`src/rtl/mp3_data_feeder.sv`:
```
// Byte FIFO feeding the MP3 data shifter: one start per byte while DREQ is high. Launch is one cycle after the
// deciding edge; writes into a full FIFO are dropped (flagged by ovf) unless a pop frees the slot in that same cycle.
module mp3_data_feeder #(
  parameter int DEPTH_LOG2 = 4,
  parameter int GUARD_CYC  = 2
) (
  input  logic                  cpu_clock,
  input  logic                  rst,
  input  logic                  wr_stb,
  input  logic [7:0]            wr_data,
  input  logic                  flush,
  input  logic                  ovf_clr,
  input  logic                  mp3_req,
  input  logic                  spi_rdy,
  output logic                  md_start,
  output logic [7:0]            md_din,
  output logic                  fifo_empty,
  output logic                  fifo_full,
  output logic [DEPTH_LOG2:0]   fifo_count,
  output logic                  ovf,
  output logic                  busy
);

  localparam int DEPTH = 1 << DEPTH_LOG2;

  typedef enum logic [1:0] {ST_IDLE, ST_GUARD, ST_WAIT} state_t;

  state_t                  state, state_nxt;
  logic [2:0]              guard_cnt, guard_nxt;
  logic [DEPTH_LOG2-1:0]   wptr, rptr;
  logic [7:0]              mem [DEPTH];
  logic                    dreq_m, dreq_s;
  logic                    launch, accept, drop;
  logic [DEPTH_LOG2:0]     count_nxt;
  logic                    busy_nxt;

  always_ff @(posedge cpu_clock) begin
    if (rst) begin
      state     <= ST_IDLE;
      guard_cnt <= 3'd0;
    end else begin
      state     <= state_nxt;
      guard_cnt <= guard_nxt;
    end
  end

  always_comb begin
    state_nxt = state;
    guard_nxt = guard_cnt;
    launch    = 1'b0;
    case (state)
      ST_IDLE: begin
        if (!fifo_empty && dreq_s && spi_rdy && !flush) begin
          launch    = 1'b1;
          state_nxt = ST_GUARD;
          guard_nxt = 3'(GUARD_CYC);
        end
      end
      ST_GUARD: begin
        // spi_rdy may still show the shifter's pre-start idle here, so it is not looked at
        guard_nxt = guard_cnt - 3'd1;
        if (guard_cnt <= 3'd1) state_nxt = ST_WAIT;
      end
      ST_WAIT: begin
        if (spi_rdy) state_nxt = ST_IDLE;
      end
      default: state_nxt = ST_IDLE;
    endcase
  end

  always_comb begin
    accept    = wr_stb && !flush && (!fifo_full || launch);
    drop      = wr_stb && !flush && fifo_full && !launch;
    count_nxt = fifo_count;
    if (flush) begin
      count_nxt = '0;
    end else if (accept && !launch) begin
      count_nxt = fifo_count + (DEPTH_LOG2+1)'(1);
    end else if (launch && !accept) begin
      count_nxt = fifo_count - (DEPTH_LOG2+1)'(1);
    end
    busy_nxt = (count_nxt != '0) || (state_nxt != ST_IDLE);
  end

  always_ff @(posedge cpu_clock) begin
    if (rst) begin
      dreq_m <= 1'b0;
      dreq_s <= 1'b0;
    end else begin
      dreq_m <= mp3_req;
      dreq_s <= dreq_m;
    end
  end

  always_ff @(posedge cpu_clock) begin
    if (!rst && accept) mem[wptr] <= wr_data;
  end

  always_ff @(posedge cpu_clock) begin
    if (rst) begin
      wptr       <= '0;
      rptr       <= '0;
      fifo_count <= '0;
      fifo_empty <= 1'b1;
      fifo_full  <= 1'b0;
      ovf        <= 1'b0;
      md_start   <= 1'b0;
      md_din     <= 8'h00;
      busy       <= 1'b0;
    end else begin
      if (flush) begin
        wptr <= '0;
        rptr <= '0;
      end else begin
        if (accept) wptr <= wptr + DEPTH_LOG2'(1);
        if (launch) rptr <= rptr + DEPTH_LOG2'(1);
      end
      fifo_count <= count_nxt;
      fifo_empty <= (count_nxt == '0);
      fifo_full  <= (count_nxt == (DEPTH_LOG2+1)'(DEPTH));
      if (drop)         ovf <= 1'b1;
      else if (ovf_clr) ovf <= 1'b0;
      md_start <= launch;
      if (launch) md_din <= mem[rptr];
      busy <= busy_nxt;
    end
  end

endmodule

```
`config.mk`:
```
export PLATFORM = sky130hd
export DESIGN_NAME = mp3_data_feeder
export DESIGN_NICKNAME = d
export VERILOG_FILES = /design/src/rtl/mp3_data_feeder.sv
export SDC_FILE = /design/constraint.sdc
export NUM_CORES = 1
export LEC_CHECK = 0
export CAP_MARGIN = 10
export CORE_ASPECT_RATIO = 1.25
export CORE_UTILIZATION = 35
export DETAILED_ROUTE_END_ITERATION = 16
export GPL_TIMING_DRIVEN = 1
export HOLD_SLACK_MARGIN = 0.06
export PLACE_DENSITY = 0.51
export SLEW_MARGIN = 25
export SYNTH_ARGS = -nofsm -noshare
export SYNTH_HDL_FRONTEND = slang
export SYNTH_SLANG_ARGS = --single-unit
```
`constraint.sdc`:
```
create_clock -name cpu_clock -period 6.5 [get_ports cpu_clock]
set_input_delay 1.3 -clock cpu_clock [delete_from_list [all_inputs] [get_ports cpu_clock]]
set_output_delay 1.3 -clock cpu_clock [all_outputs]
set_load 0.05 [all_outputs]
```
==> results.txt <==
- Run status: finished clean
- Antenna Nets Post-Route: 0
- Traced cell by cell, the critical path runs through clkdlybuf4s50_1 -> nor4b_2 -> nand2_1 -> a211oi_1 -> nand2_1 -> nor2_1.
- VDD sags by at most 0.179 mV.
- Worst path required time: 6.55 ns
- The clock drives about 160 sinks.
- Worst hold start: dreq_m$_SDFF_PP0_
- Deepest clock path buffer count: 2
- Post-route insts no fill: ~660
- Dividing the detail-routed wire length by the instance count gives just over 20 um.
- Areal power density over the cells: around 290 nW/um2
* Critical Path Source: flush
* Maximum clock rate: 0.233 GHz
* # resized after CTS: 0
* Post-synth top area share: 0.594
- Counting the fill cells in the layout gives 1627.
- Maximum level of the CTS H-tree: 4
* Setup TNS after final layout: 0 ns
- Final worst clock skew: 0.00900 ns
- Startpoint type of the worst setup path: input port
* Final Hold Fails: 0
- Of the cells placed in the final design, the portion with a size suffix greater than 1 is 0.177.
- The analysis attributes to cell leakage a power of 2.37 nW.
* Number of enable-type register cells in the synthesized netlist: 128
* I/O pins: 33
- The synthesized netlist contains 41 unique library cells.
* Die footprint: 19100 um2
- After detailed routing, the number of remaining DRC violations is 0.
* Floorplan core area: 18100 um2
- Routability-driven placement finished with a final weighted congestion of ~0.84.
* Port Buffers: 32
- Area of the mapped netlist: 6470 um2
* Count of synthesis-stage warnings from yosys: 0
- Cell internal power was estimated by the tool at 0.00177 W.
- Worst hold path type: reg2reg
* Biggest area consumer among synthesized cells: sky130_fd_sc_hd__edfxtp_1
* Sequential fraction of the synthesis area: 0.696
- Total via count after detailed routing: roughly 3400
- At the later pin of the worst-skew pair, clock insertion delay measures 0.42 ns.
- The initial utilization of the core area, before any placement, comes to 0.358.
- The number of buffers and inverters on the critical path is 1.
* Stage delay of the slowest cell on the critical path: 0.70 ns
- The repair_antennas step left the layout with diodes totalling 0.
- Cell at the root of the clock tree: sky130_fd_sc_hd__clkbuf_16
* Net Switching: 0.000423 W
- Summed over all layers, the routed wires come to 13.6 mm.
* Clock network fraction of total power: 0.461
* Crit Path Class: in2reg
* Synthesized instance count: 390
- Post-layout min period: about 4.3 ns
- Placed Instances: roughly 630
- The most used flip-flop cell after synthesis is sky130_fd_sc_hd__edfxtp_1.
- For this run, asynchronously set or reset flops after synthesis account for 0.
- Sw Share: 0.193
- Top Family by Delay on Critical Path: simple AND/OR/NAND/NOR gates
* Nature of the critical path endpoint: flip-flop
- Of the available clock period, the critical path in the final layout requires 0.661.
- Vias in the first global route: 3543
- Power share of the sequential group: 0.510
* CTS clock-pin slew for the worst setup and hold paths: about 0.06 ns
- Max-capacitance violation count: 0
* Number of antenna violations at the first check in global routing: 0
- Buffers inserted during clock tree synthesis total 17.
- Source of the worst register-to-register timing path: state[0]$_SDFF_PP0_
* Crit Path Max Fanout: 19
* GRT Overall Usage: 0.155
- When the netlist entered floorplanning its net count stood at about 410.
- Largest cells by area after synthesis: sky130_fd_sc_hd__edfxtp_1 59%, sky130_fd_sc_hd__mux4_2 14%, sky130_fd_sc_hd__dfxtp_1 10%
* Final Max Tran Viols: 0
* Post-CTS setup-driven buffer insertion count: 0
- Among all stages on the critical path, the largest delay is contributed by sky130_fd_sc_hd__a211oi_1.
* Logic gate share of total power: 0.029
- Die H: between 150 and 200 um
* Worst slew margin: 0.454
- After the last flow step, the layout net total stands at around 450.
- Mean area per synthesized cell: 16.6 um2
* RSZ-0062 raised after global routing: false
- Wire length of the first global-routing pass: 20.8 mm
- Maximum number of pins on one net before global-route repair: 36
- Post-CTS Hold Buffers: 0
- Compared with the post-synthesis result, the final layout area differs by 17.9%.
- Cell Rows: 55
* Total of endpoints with negative setup slack in the final report: 0
- The first routing iteration left 219 violations.
* Most common cell on crit path: sky130_fd_sc_hd__nand2_1
* Number of register bits inferred by synthesis: between 150 and 200
- Remaining Overflow, GRT: 0
- The first detailed-routing pass ran for 4 iterations.
* Clock tree from TritonCTS: done
- DPL Wire Length: roughly 9 mm
* Overall die width: 124 um
* Number of vias per cell after detailed routing: 5.11
- Arrival time of data at the critical path endpoint: 4.34 ns
* Worst slew pin tran: 0.816 ns
[synth_stat cells, types with 4 or more instances]
cell type	count
sky130_fd_sc_hd__dfxtp_1	33
sky130_fd_sc_hd__nand2b_1	5
sky130_fd_sc_hd__xnor2_1	6
sky130_fd_sc_hd__ha_1	9
sky130_fd_sc_hd__o21ai_0	5
sky130_fd_sc_hd__buf_2	5
sky130_fd_sc_hd__mux4_2	40
sky130_fd_sc_hd__nor3_1	6
sky130_fd_sc_hd__mux2i_1	4
sky130_fd_sc_hd__nand2_1	29
sky130_fd_sc_hd__clkbuf_1	14
sky130_fd_sc_hd__nor2b_1	5
sky130_fd_sc_hd__a21oi_1	18
sky130_fd_sc_hd__inv_1	11
sky130_fd_sc_hd__edfxtp_1	128
sky130_fd_sc_hd__nor2_1	31
[final cells by class]
class	count	area (um2)	share of cell area
sequential	161	4510	0.590
multi-input combinational	197	1870	0.245
clock buffer	18	429	0.0562
timing repair buffer	34	335	0.0439
tap	228	285	0.0374
clock inverter	13	169	0.0221
inverter	11	41.3	0.00541
[stage by stage]
stage          total power (W)  utilization  setup slack (ns)  cell area [um2]  hold WS (ns)
2_1_floorplan          0.00117            -              3.13             6470         0.414
3_3_place_gp           0.00120        0.387              1.58             7010         0.430
3_5_place_dp           0.00120        0.388              1.52             7020         0.433
4_1_cts                0.00221        0.421              1.96             7620         0.457
5_1_grt                0.00226        0.422              1.86             7630         0.464
6_report               0.00219        0.422              2.20             7630         0.447
[routing by layer]
metal  up-vias  track usage  wire, um
met4         0       0.0591       278
li1       1568            -         -
met1      1707        0.188      5570
met3        17       0.0441       711
met2        93        0.260      7030
met5         -            0         0
[power groups by stage]
| stage | Clock [W] | Combinational (W) | Sequential [W] |
|---|---|---|---|
| after floorplan | 0 | 0.0000234 | 0.00115 |
| after global placement | 0 | 0.0000631 | 0.00114 |
| after detailed placement | 0 | 0.0000637 | 0.00114 |
| after CTS | 0.00103 | 0.0000640 | 0.00112 |
| after global routing | 0.00107 | 0.0000686 | 0.00112 |
| final | 0.00101 | 0.0000627 | 0.00112 |
[cell usage in the layout (no fill, tap or decap), types with 3 or more instances in the layout]
cell	count
sky130_fd_sc_hd__a211oi_1	3
sky130_fd_sc_hd__a21oi_1	18
sky130_fd_sc_hd__bufinv_16	4
sky130_fd_sc_hd__clkbuf_16	17
sky130_fd_sc_hd__clkdlybuf4s50_1	32
sky130_fd_sc_hd__clkinv_1	3
sky130_fd_sc_hd__clkinv_2	3
sky130_fd_sc_hd__dfxtp_1	32
sky130_fd_sc_hd__edfxtp_1	128
sky130_fd_sc_hd__ha_1	9
sky130_fd_sc_hd__inv_1	11
sky130_fd_sc_hd__mux2i_1	4
sky130_fd_sc_hd__mux4_2	40
sky130_fd_sc_hd__nand2_1	29
sky130_fd_sc_hd__nand2b_1	5
sky130_fd_sc_hd__nand3_1	3
sky130_fd_sc_hd__nand4_1	3
sky130_fd_sc_hd__nor2_1	30
sky130_fd_sc_hd__nor2b_1	5
sky130_fd_sc_hd__nor3_2	4
sky130_fd_sc_hd__o21ai_0	5
sky130_fd_sc_hd__or3_1	3
sky130_fd_sc_hd__xnor2_1	6
sky130_fd_sc_hd__xor2_1	3
[sequential cells by signal, summed over array words and instances, names as in the netlist]
| register | flops |
|---|---|
| busy | 1 |
| dreq_m | 1 |
| dreq_s | 1 |
| fifo_count | 5 |
| fifo_empty | 1 |
| fifo_full | 1 |
| guard_cnt | 3 |
| md_din | 8 |
| md_start | 1 |
| mem | 128 |
| ovf | 1 |
| rptr | 4 |
| state | 2 |
| wptr | 4 |
[cell families (layout without fill, tap and decap cells)]
group | Yosys count | count (layout) | synth area share
flops | 161 | 161 | 0.696
simple gates | 98 | 98 | 0.0732
mux | 44 | 44 | 0.145
compound gates | 37 | 37 | 0.0367
buf+inv | 32 | 76 | 0.0195
fa+ha+maj | 9 | 9 | 0.0174
xor+xnor | 9 | 9 | 0.0122
[worst paths after layout]
check | to | slack (ns) | cells after the start
hold reg to reg | dreq_s$_SDFF_PP0_ | 0.45 | 1
setup / recovery | mem[8][4]$_DFFE_PP_ | 2.20 | 6
setup reg to reg | mem[8][4]$_DFFE_PP_ | 3.26 | 5
hold / removal | dreq_s$_SDFF_PP0_ | 0.45 | 1
(Power assumes the default switching activity.)
